--- config.mk ---
export PLATFORM = sky130hd
export DESIGN_NAME = lcd_timing_gen
export DESIGN_NICKNAME = d
export VERILOG_FILES = /design/src/rtl/lcd_timing_gen.sv
export SDC_FILE = /design/constraint.sdc
export NUM_CORES = 1
export LEC_CHECK = 0
export BUFFER_PORTS_ARGS = -buffer_cell sky130_fd_sc_hd__buf_2
export CORE_MARGIN = 2
export CORE_UTILIZATION = 51
export CTS_CLUSTER_SIZE = 12
export DETAILED_ROUTE_END_ITERATION = 10
export PLACE_DENSITY = 0.85
export SLEW_MARGIN = 20
export SYNTH_ARGS = -nofsm -noshare
export SYNTH_HDL_FRONTEND = slang
export SYNTH_SLANG_ARGS = --single-unit
--- constraint.sdc ---
create_clock -name clk -period 1.65 [get_ports clk]
set_input_delay 0.33 -clock clk [delete_from_list [all_inputs] [get_ports clk]]
set_output_delay 0.33 -clock clk [all_outputs]
set_load 0.005 [all_outputs]
--- src/rtl/lcd_timing_gen.sv ---
// lcd_timing_gen: free-running raster generator producing pixel/line coordinates, sync and DEN.
// Every output is registered and shows the position the counters held before the advancing edge.
module lcd_timing_gen #(
   parameter int unsigned H_ACTIVE = 32'd800,
   parameter int unsigned H_FP     = 32'd40,
   parameter int unsigned H_SYNC   = 32'd48,
   parameter int unsigned H_BP     = 32'd40,
   parameter int unsigned V_ACTIVE = 32'd480,
   parameter int unsigned V_FP     = 32'd13,
   parameter int unsigned V_SYNC   = 32'd3,
   parameter int unsigned V_BP     = 32'd29,
   parameter logic        HS_POL   = 1'b0,
   parameter logic        VS_POL   = 1'b0
) (
   input  logic        clk,
   input  logic        rst,
   input  logic        ce,
   output logic [15:0] x,
   output logic [15:0] y,
   output logic        lcd_hsync,
   output logic        lcd_vsync,
   output logic        lcd_den,
   output logic        line_start,
   output logic        frame_start
);
   localparam int unsigned H_TOTAL = H_ACTIVE + H_FP + H_SYNC + H_BP;
   localparam int unsigned V_TOTAL = V_ACTIVE + V_FP + V_SYNC + V_BP;

   localparam logic [15:0] L_H_ACT  = 16'(H_ACTIVE);
   localparam logic [15:0] L_HS_BEG = 16'(H_ACTIVE + H_FP);
   localparam logic [15:0] L_HS_END = 16'(H_ACTIVE + H_FP + H_SYNC);
   localparam logic [15:0] L_H_LAST = 16'(H_TOTAL - 32'd1);
   localparam logic [15:0] L_V_ACT  = 16'(V_ACTIVE);
   localparam logic [15:0] L_VS_BEG = 16'(V_ACTIVE + V_FP);
   localparam logic [15:0] L_VS_END = 16'(V_ACTIVE + V_FP + V_SYNC);
   localparam logic [15:0] L_V_LAST = 16'(V_TOTAL - 32'd1);

   logic [15:0] r_h_cnt;
   logic [15:0] r_v_cnt;
   logic [15:0] r_x;
   logic [15:0] r_y;
   logic        r_hsync;
   logic        r_vsync;
   logic        r_den;
   logic        r_line_start;
   logic        r_frame_start;

   logic        w_h_wrap;
   logic [15:0] w_h_next;
   logic [15:0] w_v_next;
   logic        w_den;
   logic        w_hsync_lvl;
   logic        w_vsync_lvl;

   // Next counter values and pin decodes from the current (pre-increment) position
   always_comb begin
      w_h_wrap = (r_h_cnt == L_H_LAST);
      w_h_next = r_h_cnt + 16'd1;
      w_v_next = r_v_cnt;
      if (w_h_wrap) begin
         w_h_next = 16'd0;
         if (r_v_cnt == L_V_LAST) begin
            w_v_next = 16'd0;
         end else begin
            w_v_next = r_v_cnt + 16'd1;
         end
      end else begin
         w_v_next = r_v_cnt;
      end
      w_den = (r_h_cnt < L_H_ACT) && (r_v_cnt < L_V_ACT);
      if ((r_h_cnt >= L_HS_BEG) && (r_h_cnt < L_HS_END)) begin
         w_hsync_lvl = HS_POL;
      end else begin
         w_hsync_lvl = ~HS_POL;
      end
      // VSYNC depends only on v, so it can only change alongside an x==0 presentation
      if ((r_v_cnt >= L_VS_BEG) && (r_v_cnt < L_VS_END)) begin
         w_vsync_lvl = VS_POL;
      end else begin
         w_vsync_lvl = ~VS_POL;
      end
   end

   // Raster counters and registered outputs; strobes drop whenever the raster is stalled
   always_ff @(posedge clk) begin
      if (rst) begin
         r_h_cnt       <= 16'd0;
         r_v_cnt       <= 16'd0;
         r_x           <= 16'd0;
         r_y           <= 16'd0;
         r_hsync       <= ~HS_POL;
         r_vsync       <= ~VS_POL;
         r_den         <= 1'b0;
         r_line_start  <= 1'b0;
         r_frame_start <= 1'b0;
      end else if (ce) begin
         r_h_cnt       <= w_h_next;
         r_v_cnt       <= w_v_next;
         r_x           <= r_h_cnt;
         r_y           <= r_v_cnt;
         r_hsync       <= w_hsync_lvl;
         r_vsync       <= w_vsync_lvl;
         r_den         <= w_den;
         r_line_start  <= (r_h_cnt == 16'd0);
         r_frame_start <= (r_h_cnt == 16'd0) && (r_v_cnt == 16'd0);
      end else begin
         r_line_start  <= 1'b0;
         r_frame_start <= 1'b0;
      end
   end

   assign x           = r_x;
   assign y           = r_y;
   assign lcd_hsync   = r_hsync;
   assign lcd_vsync   = r_vsync;
   assign lcd_den     = r_den;
   assign line_start  = r_line_start;
   assign frame_start = r_frame_start;

endmodule

==> flow_metrics.py, run 1 <==
metrics = {
    "run_status": {
        "outcome": "complete, but fails checks",
        "violations": "negative setup slack",
    },
    "hold_path": {
        "hold_class": "input port to flop",
        "hp-start": "rst",
    },
    "logic_synthesis": {
        "synth-async-reset-ratio_pct": 0,
        "synth_top_area_share_pct": 41.8,
        "synth_largest_area_cell": "dfxtp_1",
        "syn_avg_cell_area_um2": 9.12,
        "synthCells": 362,
        "synth.ff_latch_count": 69,
        "synth.distinct_cells": 43,
        "synth.net_count": 371,
        "synth_area_leaders": "dfxtp_1 (42%), mux2i_1 (12%), nor2_1 (6.0%), nand4_1 (3.8%), buf_6 (2.7%)",
        "ys_seq_area_share_pct": 41.8,
        "syn_area_mm2": 0.00330,
        "yosys_warnings": 0,
        "synth_flop_cell": "dfxtp_1",
        "synth_edf_count": 0,
    },
    "final_layout": {
        "layout_common_cells": "buf_4 (79), dfxtp_1 (59), nor2_1 (51)",
        "drive_gt1_share_pct": 40.8,
        "antennaDiodeCount": 0,
        "nets": 470,
        "post-route-util_pct": 70.8,
        "n_fill_cell": 444,
        "final_cell_area_mm2": 0.00447,
        "layout_commonest_cell": "buf_4",
        "area_growth_pct": 35.3,
        "stdcell_count": 543,
    },
    "route": {
        "drtPass1Iterations": 5,
        "routed_wl_um": 9320,
        "final_antenna_net_count": 0,
        "viasPerCell": 5.92,
        "drc_errors": 0,
        "first_iter_violations": 354,
        "vias": 3216,
        "routedWlPerCell_um": 17.2,
    },
    "floorplan": {
        "die-area_mm2": 0.00714,
        "rows": 29,
        "start_util_pct": 52.3,
        "io_pins": 40,
        "fp.coreArea_mm2": 0.00631,
        "dieHeight_um": 84.5,
        "die_w_um": 84.5,
    },
    "sta": {
        "holdWs_ns": 0.385,
        "period_needed_ns": 1.77,
        "worst_slew_pin_slew_ns": 0.405,
        "final-hold-violation-count": 0,
        "maxSlewViolCount": 0,
        "fin_ws_ns": -0.116,
        "rsz0062_at_grt": "yes",
        "setup_violations": 7,
        "maxSlewHeadroom_pct": 72.6,
        "finalCritPeriodShare_pct": 107,
        "skew_ns": 0.00641,
        "tns_ns": -0.368,
        "max_freq_mhz": 566,
    },
    "power_and_ir_drop": {
        "powerDensity_mw_per_mm2": 770,
        "comb_power_share_pct": 5.5,
        "p_seq_share_pct": 48.8,
        "p_sw_share_pct": 23.0,
        "switchingPower_mw": 0.792,
        "p_int_mw": 2.65,
        "ir_drop_v": 0.000568,
        "leakagePower_nw": 1.95,
        "pwr-share-clk_pct": 45.8,
    },
    "global_routing": {
        "grt_pass1_wl_um": 13400,
        "track_usage_pct": 23.8,
        "grt_max_degree": 26,
        "antenna_found_initial": 0,
        "grt_pass1_vias": 2875,
        "grt.overflow.total": 0,
    },
    "critical_path": {
        "critPathCaptureType": "flop",
        "startpoint_type": "flop",
        "crit_path_max_fanout": 4,
        "r2r-start": "r_h_cnt[15]$_SDFFE_PP0P_",
        "crit_start": "r_h_cnt[15]$_SDFFE_PP0P_",
        "crit_arrival_ns": 2.00,
        "cp.required_ns": 1.88,
        "path_class": "flop to flop",
    },
    "placement": {
        "place_area_mm2": 0.00397,
        "io_buffer_count": 39,
        "dp_hpwl_um": 5850,
        "dp_cells": 519,
        "place.gp.congestion": 0.893,
    },
    "cts": {
        "ctsHoldBuffers": 0,
        "clock_latency_ns": 0.36,
        "cts_max_path_buffers": 2,
        "cts_root_buf": "clkbuf_8",
        "cts_max_level": 3,
        "clock-sinks": 69,
        "cts_tree": "yes",
        "cts_buffers": 9,
        "clk_pin_slew_ns": 0.08,
    },
    "job": {
        "maxCapViolCount": 0,
    },
}
[logic make-up after synthesis]
family	Yosys count	synth area share [%]
DFF	69	41.8
AOI/OAI and AO/OA	37	7.42
muxes	40	12.1
adders and majority gates	6	2.27
and+or+nand+nor	155	25.9
xor gates and xnor gates	12	3.18
buffers and inverters	43	7.23
[state kept, by name (all words and copies together) (netlist names)]
signal	cells
r_h_cnt	16
y	16
r_v_cnt	16
x	16
frame_start	1
lcd_hsync	1
lcd_den	1
lcd_vsync	1
line_start	1
[cell type report]
| type | instances | area, um^2 | share of cell area, % |
|---|---|---|---|
| Clock buffer | 10 | 138 | 3.08 |
| Clock inverter | 6 | 85.1 | 1.90 |
| Sequential cell | 69 | 1400 | 31.3 |
| Tap cell | 77 | 96.3 | 2.16 |
| Inverter | 8 | 35.0 | 0.784 |
| Timing Repair Buffer | 122 | 833 | 18.6 |
| Multi-Input combinational cell | 251 | 1880 | 42.1 |
[path summary, 6_finish.rpt]
path         cells after the start                       to  slack (ns)
max reg2reg                      4  r_h_cnt[0]$_SDFFE_PP0P_       -0.12
max                              4  r_h_cnt[0]$_SDFFE_PP0P_       -0.12
min reg2reg                      2     lcd_den$_SDFFE_PP0P_        0.48
min                              3       y[12]$_SDFFE_PP0P_        0.39
[metrics by stage]
stage	setup WS (ns)	power (mW)
final	-0.116	3.44
after global routing	-0.120	3.51
after CTS	-0.0493	3.41
after detailed placement	-0.221	1.87
after global placement	-0.225	1.87
after floorplan	-0.0894	1.82
[routing by layer]
| layer | vias up | track usage [%] | share of wire (%) |
|---|---|---|---|
| met5 | - | 0 | 0 |
| met4 | 0 | 11.7 | 2.8 |
| met3 | 25 | 5.31 | 6.1 |
| met2 | 134 | 37.2 | 48 |
| met1 | 1562 | 31.1 | 43 |
| li1 | 1495 | - | - |
[timing repair]
action | CTS | global route
setup buffers | 3 | 4
setup endpoints to repair | 29 | 34
pin swaps | 7 | 9
resized for setup | 21 | 37
gates cloned | 0 | 1
[synthesized netlist by cell type (3+ instances only)]
master / count
or2_2: 3
nor4_1: 8
ha_1: 6
nand4_1: 20
mux2i_1: 40
buf_6: 8
nor2_1: 53
a221o_1: 3
inv_1: 8
xnor2_1: 6
nor3_1: 4
nor4b_1: 3
a21oi_1: 16
and2_1: 5
dfxtp_1: 69
and4_1: 9
clkbuf_1: 17
o21ai_0: 3
nand2_1: 14
nand2b_1: 4
or4_1: 4
nand3_1: 12
a41oi_1: 4
or3_1: 3
xor2_1: 6
and3_1: 5
clkbuf_2: 6
[power groups by stage]
stage / combinational, mW / clock [mW] / sequential, mW
3_3_place_gp: 0.150 / 0 / 1.72
6_report: 0.189 / 1.57 / 1.68
5_1_grt: 0.198 / 1.64 / 1.68
4_1_cts: 0.164 / 1.57 / 1.68
2_1_floorplan: 0.0993 / 0 / 1.72
3_5_place_dp: 0.155 / 0 / 1.72
[critical path, stage by stage (launching register included)]
cell,delay [ns]
dfxtp_2,0.34
or4_4,0.54
or3_4,0.39
o311ai_4,0.24
a21oi_1,0.13
No activity file was read; power rests on OpenSTA's default activity.
==> inputs of run 2 (changes only) <==
--- a/config.mk
+++ b/config.mk
@@ -6,6 +6,7 @@
 export NUM_CORES = 1
 export LEC_CHECK = 0
 export BUFFER_PORTS_ARGS = -buffer_cell sky130_fd_sc_hd__buf_2
+export CORE_ASPECT_RATIO = 1.2
 export CORE_MARGIN = 2
 export CORE_UTILIZATION = 51
 export CTS_CLUSTER_SIZE = 12
==> run 2 against run 1 <==
Against the previous run:
- the flow still finishes with violations (negative setup slack)
- flip-flop and latch count unchanged
- non-clock buffer count decreased by 2
- routed wire length grew 17%
- total power increased by 5.6%
- critical path type unchanged
==> flow_metrics.py, run 2 (synthesis gave the netlist of run 1 again) <==
metrics = {
    "run_status": {
        "outcome": "complete, but fails checks",
        "violations": "negative setup slack",
    },
    "sta": {
        "maxSlewViolCount": 0,
        "setup_violations": 15,
        "final-hold-violation-count": 0,
        "rsz0062_at_grt": "yes",
        "tns_ns": -0.856,
        "max_freq_mhz": 552,
        "period_needed_ns": 1.81,
        "worst_slew_pin_slew_ns": 0.487,
        "skew_ns": 0.00945,
        "holdWs_ns": 0.447,
        "fin_ws_ns": -0.161,
        "finalCritPeriodShare_pct": 110,
        "maxSlewHeadroom_pct": 67.5,
    },
    "global_routing": {
        "grt_max_degree": 31,
        "antenna_found_initial": 0,
        "grt_pass1_wl_um": 15800,
        "grt.overflow.total": 0,
        "grt_pass1_vias": 3171,
        "track_usage_pct": 28.2,
    },
    "cts": {
        "cts_buffers": 9,
        "cts_max_level": 3,
        "clk_pin_slew_ns": 0.08,
        "clock_latency_ns": 0.36,
        "clock-sinks": 69,
        "cts_root_buf": "clkbuf_8",
        "ctsHoldBuffers": 0,
        "cts_max_path_buffers": 2,
        "cts_tree": "yes",
    },
    "power_and_ir_drop": {
        "powerDensity_mw_per_mm2": 792,
        "leakagePower_nw": 1.96,
        "ir_drop_v": 0.000609,
    },
    "placement": {
        "place_area_mm2": 0.00395,
        "place.gp.congestion": 0.952,
        "dp_hpwl_um": 6100,
        "io_buffer_count": 39,
    },
    "critical_path": {
        "path_class": "flop to flop",
        "critPathCaptureType": "flop",
        "critPathSlowestCell": "dfxtp_2",
        "crit_top_cell": "buf_4",
        "cp.required_ns": 1.94,
        "crit_arrival_ns": 2.10,
        "path_cells": "nand4_1 -> buf_4 -> buf_4 -> nor4_2 -> nand3_1 -> mux2i_1",
        "max_stage_delay_ns": 0.45,
        "critical-path-top-delay-family": "simple AND/OR/NAND/NOR gates",
        "startpoint_type": "flop",
        "crit_path_max_fanout": 5,
        "critPathBufInv": 2,
    },
    "route": {
        "drtPass1Iterations": 6,
        "viasPerCell": 6.18,
        "vias": 3389,
        "final_antenna_net_count": 0,
        "drc_errors": 0,
        "routedWlPerCell_um": 19.9,
        "routed_wl_um": 10900,
        "first_iter_violations": 361,
    },
    "floorplan": {
        "dieHeight_um": 92.2,
        "io_pins": 40,
        "fp.coreArea_mm2": 0.00637,
        "die_w_um": 77.5,
        "start_util_pct": 51.9,
        "rows": 32,
        "die-area_mm2": 0.00714,
    },
    "final_layout": {
        "final-seq-area_mm2": 0.00140,
        "multi_input_area_mm2": 0.00193,
        "drive_gt1_share_pct": 41.7,
        "layout_common_cells": "buf_4 (71), dfxtp_1 (58), nor2_1 (53)",
        "layout_commonest_cell": "buf_4",
        "area_growth_pct": 38.8,
        "final_cell_area_mm2": 0.00458,
        "post-route-util_pct": 72.0,
        "nets": 467,
        "antennaDiodeCount": 0,
        "n_fill_cell": 393,
    },
    "hold_path": {
        "hold_class": "input port to flop",
    },
    "job": {
        "maxCapViolCount": 0,
    },
}
-- run 2: worst paths after layout --
kind                           start                  endpoint  slack, ns  depth (start not counted)
max          r_v_cnt[8]$_SDFFE_PP0P_  r_v_cnt[13]$_SDFFE_PP0P_      -0.16                          6
min                              rst         y[7]$_SDFFE_PP0P_       0.45                          3
max reg2reg  r_v_cnt[8]$_SDFFE_PP0P_  r_v_cnt[13]$_SDFFE_PP0P_      -0.16                          6
min reg2reg     lcd_den$_SDFFE_PP0P_      lcd_den$_SDFFE_PP0P_       0.48                          2
-- run 2: area by class of cell --
class	count	share of cell area, %
Tap cell	85	2.32
Sequential cell	69	30.5
Timing Repair Buffer	120	18.8
Multi-Input combinational cell	250	42.1
Clock inverter	6	2.35
Clock buffer	10	3.25
Inverter	8	0.710
-- run 2: repair_timing --
item,in CTS,in global routing
setup endpoints to repair,26,27
gates resized for setup,28,45
setup buffers,2,5
pin swaps,6,14
gates cloned,1,1
-- run 2: layer usage --
layer / GRT usage [%] / share of wire [%] / vias to the layer above
met5: 0 / 0 / -
met4: 18.0 / 6.9 / 0
met3: 5.61 / 6.3 / 88
met2: 48.9 / 51 / 209
met1: 31.4 / 36 / 1602
li1: - / - / 1490
-- run 2: worst reg2reg max path, cell delays in order, from the launching register on --
cell and delay (ns):
dfxtp_2 0.45, nand4_1 0.22, buf_4 0.20, buf_4 0.14, nor4_2 0.40, nand3_1 0.16, mux2i_1 0.17
-- run 2: per-stage QoR --
step / cells / worst slack (ns) / power (mW)
after floorplan: 362 / -0.0894 / 1.82
after global placement: 523 / -0.158 / 1.86
after detailed placement: 523 / -0.230 / 1.87
after CTS: 542 / -0.0997 / 3.59
after global routing: 548 / -0.192 / 3.72
final: 548 / -0.161 / 3.63
-- run 2: power by group --
group	total (mW)	internal (mW)	switching, mW
clock network	1.76	1.09	0.669
logic	0.194	0.0852	0.109
registers	1.68	1.67	0.00640
